[config.mk]
export PLATFORM = sky130hd
export DESIGN_NAME = bias_add_sched
export DESIGN_NICKNAME = d
export VERILOG_FILES = /design/src/rtl/bias_sched_pkg.sv /design/src/rtl/bias_add_sched_add_bias.sv /design/src/rtl/bias_add_sched.sv
export SDC_FILE = /design/constraint.sdc
export NUM_CORES = 1
export LEC_CHECK = 0
export CAP_MARGIN = 10
export CELL_PAD_IN_SITES_DETAIL_PLACEMENT = 1
export CELL_PAD_IN_SITES_GLOBAL_PLACEMENT = 1
export CORE_ASPECT_RATIO = 0.75
export CORE_MARGIN = 10
export CORE_UTILIZATION = 35
export DETAILED_ROUTE_END_ITERATION = 16
export PLACE_DENSITY = 0.82
export SETUP_SLACK_MARGIN = 0.5
export SLEW_MARGIN = 20
export SYNTH_ARGS = -nofsm -noshare
export SYNTH_HDL_FRONTEND = slang
export SYNTH_SLANG_ARGS = --single-unit
[constraint.sdc]
create_clock -name clk -period 2 [get_ports clk]
set_clock_uncertainty 0.05 [all_clocks]
set_input_delay 0.3 -clock clk [delete_from_list [all_inputs] [get_ports clk]]
set_output_delay 0.3 -clock clk [all_outputs]
set_load 0.02 [all_outputs]
[src/rtl/bias_sched_pkg.sv]
// Shared widths, state encoding and data types for the bias-add sequencer.
package bias_sched_pkg;

   localparam int SUM_W    = 34;
   localparam int RES_W    = SUM_W + 1;
   localparam int N_CH_MAX = 4;

   typedef enum logic [1:0] {IDLE, RUN, DRAIN} sched_state_t;

   typedef logic [SUM_W-1:0] sum_t;
   typedef logic [RES_W-1:0] res_t;

endpackage

[src/rtl/bias_add_sched_add_bias.sv]
// Four-channel bias adder: zero-extends the unsigned sum and adds the selected
// channel bias; the carry-out lands in the top result bit, no saturation.
module add_Bias
   import bias_sched_pkg::*;
#(
   parameter res_t BIAS0 = 35'h0AAAAAAAA,
   parameter res_t BIAS1 = 35'h0AAAAAAAA,
   parameter res_t BIAS2 = 35'h0AAAAAAAA,
   parameter res_t BIAS3 = 35'h0AAAAAAAA
) (
   input  logic [1:0] Bias_sel,
   input  sum_t       adder_res,
   output res_t       bias_sum
);

   res_t bias_val;

   always_comb begin
      bias_val = BIAS0;
      case (Bias_sel)
         2'd0: bias_val = BIAS0;
         2'd1: bias_val = BIAS1;
         2'd2: bias_val = BIAS2;
         2'd3: bias_val = BIAS3;
         default: bias_val = BIAS0;
      endcase
   end

   assign bias_sum = res_t'(adder_res) + bias_val;

endmodule

[src/rtl/bias_add_sched.sv]
// Frame sequencer around add_Bias: takes a round-robin channel stream of sums,
// biases each one and presents it through a single output register stage.
//
// state | meaning
// IDLE  | waiting for start; no sums accepted
// RUN   | accepting sums, one per cycle when the output stage can move
// DRAIN | last sum taken; waiting for its result to be handed off
module bias_add_sched
   import bias_sched_pkg::*;
#(
   parameter int N_CH  = 4,
   parameter int N_PIX = 16
) (
   input  logic       clk,
   input  logic       rst,
   input  logic       start,
   output logic       busy,
   output logic       done,
   input  logic       s_valid,
   output logic       s_ready,
   input  sum_t       s_data,
   output logic       m_valid,
   input  logic       m_ready,
   output res_t       m_data,
   output logic [1:0] m_ch,
   output logic       m_last
);

   localparam int               PIX_W    = (N_PIX > 1) ? $clog2(N_PIX) : 1;
   localparam logic [1:0]       CH_LAST  = 2'(N_CH - 1);
   localparam logic [PIX_W-1:0] PIX_LAST = PIX_W'(N_PIX - 1);

   sched_state_t     state_q, state_d;
   logic [1:0]       ch_cnt_q, ch_cnt_d;
   logic [PIX_W-1:0] pix_cnt_q, pix_cnt_d;
   logic             m_valid_q, m_valid_d;
   res_t             m_data_q, m_data_d;
   logic [1:0]       m_ch_q, m_ch_d;
   logic             m_last_q, m_last_d;
   logic             done_q, done_d;

   logic accept;
   logic last_sum;
   res_t biased;

   add_Bias u_add_bias (
      .Bias_sel  (ch_cnt_q),
      .adder_res (s_data),
      .bias_sum  (biased)
   );

   // The output register may reload in the same cycle it is drained.
   assign s_ready  = (state_q == RUN) && (!m_valid_q || m_ready);
   assign accept   = s_valid && s_ready;
   assign last_sum = (ch_cnt_q == CH_LAST) && (pix_cnt_q == PIX_LAST);

   always_comb begin
      state_d   = state_q;
      ch_cnt_d  = ch_cnt_q;
      pix_cnt_d = pix_cnt_q;
      m_valid_d = m_valid_q;
      m_data_d  = m_data_q;
      m_ch_d    = m_ch_q;
      m_last_d  = m_last_q;
      done_d    = 1'b0;

      case (state_q)
         IDLE: begin
            if (start) begin
               state_d   = RUN;
               ch_cnt_d  = '0;
               pix_cnt_d = '0;
            end
         end
         RUN: begin
            if (accept && last_sum) state_d = DRAIN;
         end
         DRAIN: begin
            if (m_valid_q && m_ready && m_last_q) begin
               state_d = IDLE;
               done_d  = 1'b1;
            end
         end
         default: state_d = IDLE;
      endcase

      if (accept) begin
         m_valid_d = 1'b1;
         m_data_d  = biased;
         m_ch_d    = ch_cnt_q;
         m_last_d  = last_sum;
         if (ch_cnt_q == CH_LAST) begin
            ch_cnt_d  = '0;
            pix_cnt_d = (pix_cnt_q == PIX_LAST) ? '0 : pix_cnt_q + 1'b1;
         end else begin
            ch_cnt_d  = ch_cnt_q + 2'd1;
         end
      end else if (m_ready) begin
         m_valid_d = 1'b0;
      end
   end

   always_ff @(posedge clk) begin
      if (rst) begin
         state_q   <= IDLE;
         ch_cnt_q  <= '0;
         pix_cnt_q <= '0;
         m_valid_q <= 1'b0;
         m_data_q  <= '0;
         m_ch_q    <= '0;
         m_last_q  <= 1'b0;
         done_q    <= 1'b0;
      end else begin
         state_q   <= state_d;
         ch_cnt_q  <= ch_cnt_d;
         pix_cnt_q <= pix_cnt_d;
         m_valid_q <= m_valid_d;
         m_data_q  <= m_data_d;
         m_ch_q    <= m_ch_d;
         m_last_q  <= m_last_d;
         done_q    <= done_d;
      end
   end

   assign busy    = (state_q == RUN) || (state_q == DRAIN);
   assign done    = done_q;
   assign m_valid = m_valid_q;
   assign m_data  = m_data_q;
   assign m_ch    = m_ch_q;
   assign m_last  = m_last_q;

endmodule

==> flow_summary.yaml, run 1 <==
global_route:
  grt_max_degree: 42
  antenna_found_initial: 0
logic_synthesis:
  synth_seq_cells: 48
  synthCells: 391
  synth_cell_types: 60
  synthArstFlopShare_pct: 0
  synth.avg_cell_area_um2: 7.65
  synth.cell_area_mm2: 0.00299
  synth_edf_count: 0
  ys_seq_area_share_pct: 32.1
  synth_nets: 436
  synth_most_common_cell: "nand2_1"
  synth_top_area_share_pct: 32.1
  synth_top_cell_by_area: "dfxtp_1"
  synthTopCellsByCount: "nand2_1, dfxtp_1, a21oi_1, nand3_1, nor2_1"
  synth_ff_type: "dfxtp_1"
  ys.warnings.count: 0
  yosys-top-cells-area: "dfxtp_1, a21oi_1, nand2_1"
floorplan:
  io_pins: 81
  start_util_pct: 35.7
  rows: 29
  chipHeight_um: 100
  dieWidth_um: 127
cts:
  numCtsBuffers: 5
  clock-sinks: 48
  cts_root_buf: "clkbuf_16"
  htree_levels: 2
  max-clock-path-buffers: 2
placed_design:
  place_hpwl_um: 9710
  dp_cells: 625
  port_buffers: 80
  dp_slack_ps: -527
  gp_congestion: 0.884
run_status:
  first-error: "[ERROR DPL-0033] detailed placement checks failed during check placement."
  failing_step: "global routing"
  status: "did not finish"
timing:
  endpoint_type: "register data pin"
  grt-worst-endpoint: "m_data[33]$_SDFFE_PP0P_/D"
-- stage by stage --
| step | cell area, um^2 | TNS [ps] | hold WS [ps] | util (%) |
|---|---|---|---|---|
| 4_1_cts | 5300 | 0 | 243 | 63.2 |
| 3_5_place_dp | 4480 | -8960 | 404 | 53.5 |
| 3_3_place_gp | 4480 | -6360 | 390 | 53.5 |
| 2_1_floorplan | 3160 | 0 | 346 | - |
-- timing repair --
item / CTS
setup buffers: 33
gates resized for setup: 246
pin swaps: 71
setup endpoints to repair: 88
gates cloned: 2
hold buffers: 0
-- kinds of logic after synthesis --
kind of cell	Yosys count	share of synthesized area, %
fa+ha+maj	6	2.51
simple gates	140	22.6
compound gates	137	31.5
buf+inv	42	5.94
xor+xnor	16	4.69
flops	48	32.1
mux	2	0.669
==> run 2, diff against run 1 <==
- CELL_PAD_IN_SITES_DETAIL_PLACEMENT: 1 -> unset
- CELL_PAD_IN_SITES_GLOBAL_PLACEMENT: 1 -> unset
- CORE_ASPECT_RATIO: 0.75 -> unset
- CORE_UTILIZATION: 35 -> 40
- PLACE_DENSITY: 0.82 -> unset
- PLACE_DENSITY_LB_ADDON: unset -> 0.15
- SETUP_SLACK_MARGIN: 0.5 -> unset
==> run 2 against run 1 <==
Area after synthesis unchanged. Synthesized cell count unchanged. The run now ends clean.
==> flow_summary.yaml, run 2 <==
cts:
  max-clock-path-buffers: 2
  htree_levels: 2
  cts_root_buf: "clkbuf_8"
  clkLatencyLatePin_ps: 300
  numCtsBuffers: 5
  path_clk_slew_ps: 100
  postCtsHoldBufs: 0
  cts_tree: "done"
  clock-sinks: 48
global_route:
  grt_pass1_wl_um: 16800
  grt_max_degree: 25
  grt_usage_pct: 17.7
  grt_pass1_vias: 3448
  grt_overflow: 0
  antenna_found_initial: 0
worst_setup_path:
  startpoint_type: "input port"
  worstPathArrival_ps: 2120
  cp-end-kind: "register"
  path_class: "input port to register"
  worstPathRequired_ps: 2180
  cp_max_fo: 4
final_layout:
  largest_register_ffs: 35
  instances_no_fill: 640
  antenna_cells: 0
  drive_above_1_share_pct: 23.5
  layout_common_cells: "buf_4, clkdlybuf4s50_1, nand2_1, dfxtp_1, a21oi_1"
  final_nets: 585
  layout_commonest_cell: "buf_4"
  synthToLayoutAreaGrowth_pct: 58.4
routing:
  wire_per_inst_um: 16.3
  wl_um: 10400
  ant_nets: 0
  via_per_inst: 5.39
  via_count: 3451
  drc_errors: 0
  first_pass_iters: 4
  first_iter_violations: 123
timing:
  fin_crit_ps: 1940
  drv_slew: 0
  relSlewSlack_pct: 76.1
  finalSetupViolations: 0
  tightest_slew_ps: 358
  finalCritPeriodShare_pct: 97.1
  hold_viol_final: 0
  fmax_mhz: 515
  hold_slack_ps: 408
placed_design:
  gp_congestion: 0.887
  port_buffers: 80
  place_hpwl_um: 8020
  dp_cells: 624
power_and_ir_drop:
  p_clk_share_pct: 29.3
  ir_drop_v: 0.000295
  swShare_pct: 32.1
  finalPower_w: 0.00298
  power_density_mw_per_mm2: 628
  pwr-share-comb_pct: 34.5
  leakage_nw: 1.99
  power.switching_w: 0.000955
  internal_power_w: 0.00202
  p_seq_share_pct: 36.2
logic_synthesis:
  synthTopCellsByCount: "nand2_1, dfxtp_1, a21oi_1, nand3_1, nor2_1"
  synth_most_common_cell: "nand2_1"
  synth_ff_type: "dfxtp_1"
  ys.warnings.count: 0
  ys_seq_area_share_pct: 32.1
  synth_top_area_share_pct: 32.1
  synth.avg_cell_area_um2: 7.65
  synth_cell_types: 60
  synth_edf_count: 0
  synth_top_cell_by_area: "dfxtp_1"
  synth_seq_cells: 48
  synthCells: 391
  synthArstFlopShare_pct: 0
  synth_nets: 436
  synth.cell_area_mm2: 0.00299
  yosys-top-cells-area: "dfxtp_1, a21oi_1, nand2_1"
floorplan:
  start_util_pct: 41.2
  core_mm2: 0.00725
  rows: 31
  die-area_mm2: 0.0113
  chipHeight_um: 106
  dieWidth_um: 106
  io_pins: 81
run_status:
  status: "finished clean"
run:
  maxCapViolations: 0
worst_hold_path:
  min_path_type: "register to register"
==> run 2: cell families (layout without fill, tap and decap cells) <==
| kind of cell | count (synthesis) | count (layout) | share of synthesized area [%] |
|---|---|---|---|
| AND/OR/NAND/NOR | 140 | 140 | 22.6 |
| multiplexers | 2 | 2 | 0.669 |
| adder cells (fa/ha/maj) | 6 | 6 | 2.51 |
| flip-flops | 48 | 48 | 32.1 |
| AO/OA/AOI/OAI | 137 | 137 | 31.5 |
| buffers and inverters | 42 | 192 | 5.94 |
| XOR/XNOR | 16 | 16 | 4.69 |
==> run 2: path summary, 6_finish.rpt <==
path	startpoint	slack (ps)	cells after the start	endpoint
worst max register to register	state_q[1]	190	9	m_data[6]
worst min register to register	m_data[3]	410	2	m_data[3]
worst max-delay path	s_data[20]	60	7	m_data[33]
worst min-delay path	m_data[3]	410	2	m_data[3]
==> run 2: worst max-delay path, cell delays in order <==
cell	delay, ps
clkdlybuf4s50_1	550
and3b_2	230
o211ai_2	120
a31oi_2	210
a211oi_2	110
or3_1	360
a311oi_2	240
==> run 2: cell type report <==
| class | count | area [um^2] |
|---|---|---|
| Timing Repair Buffer | 168 | 1500 |
| Sequential cell | 48 | 961 |
| Inverter | 16 | 60.1 |
| Tap cell | 99 | 124 |
| Fill cell | 668 | 2520 |
| Clock inverter | 3 | 68.8 |
| Multi-Input combinational cell | 301 | 1950 |
| Clock buffer | 5 | 68.8 |
==> run 2: per-stage QoR <==
| step | utilization, % | setup TNS, ps | setup slack, ps | instance area [um^2] |
|---|---|---|---|---|
| after floorplan | - | 0 | 160 | 2990 |
| after global placement | 61.0 | -6030 | -378 | 4420 |
| after detailed placement | 61.0 | -7510 | -461 | 4420 |
| after CTS | 63.8 | 0 | 3.50 | 4630 |
| after global routing | 65.3 | -82.5 | -21.0 | 4740 |
| final | 65.3 | 0 | 58.6 | 4740 |
==> run 2: power groups by stage <==
stage / clock (W) / combinational (W) / sequential [W]
2_1_floorplan: 0 / 0.000418 / 0.00117
6_report: 0.000872 / 0.00103 / 0.00108
4_1_cts: 0.000882 / 0.00101 / 0.00108
3_5_place_dp: 0 / 0.00100 / 0.00110
3_3_place_gp: 0 / 0.000983 / 0.00110
5_1_grt: 0.000932 / 0.00111 / 0.00109
==> run 2: timing repair <==
| item | CTS | global route |
|---|---|---|
| buffers inserted | 5 | 3 |
| gates resized for setup | 17 | 22 |
| setup endpoints to repair | 13 | 19 |
| pin swaps | 8 | 11 |
==> run 2: per-layer routing <==
layer / GRT usage (%) / share of wire (%) / vias to the layer above
met4: 4.06 / 1.5 / 0
li1: - / - / 1718
met2: 31.8 / 50 / 83
met3: 2.66 / 4.1 / 15
met1: 21.6 / 44 / 1635
met5: 0 / 0 / -
No activity file was read; power rests on OpenSTA's default activity.
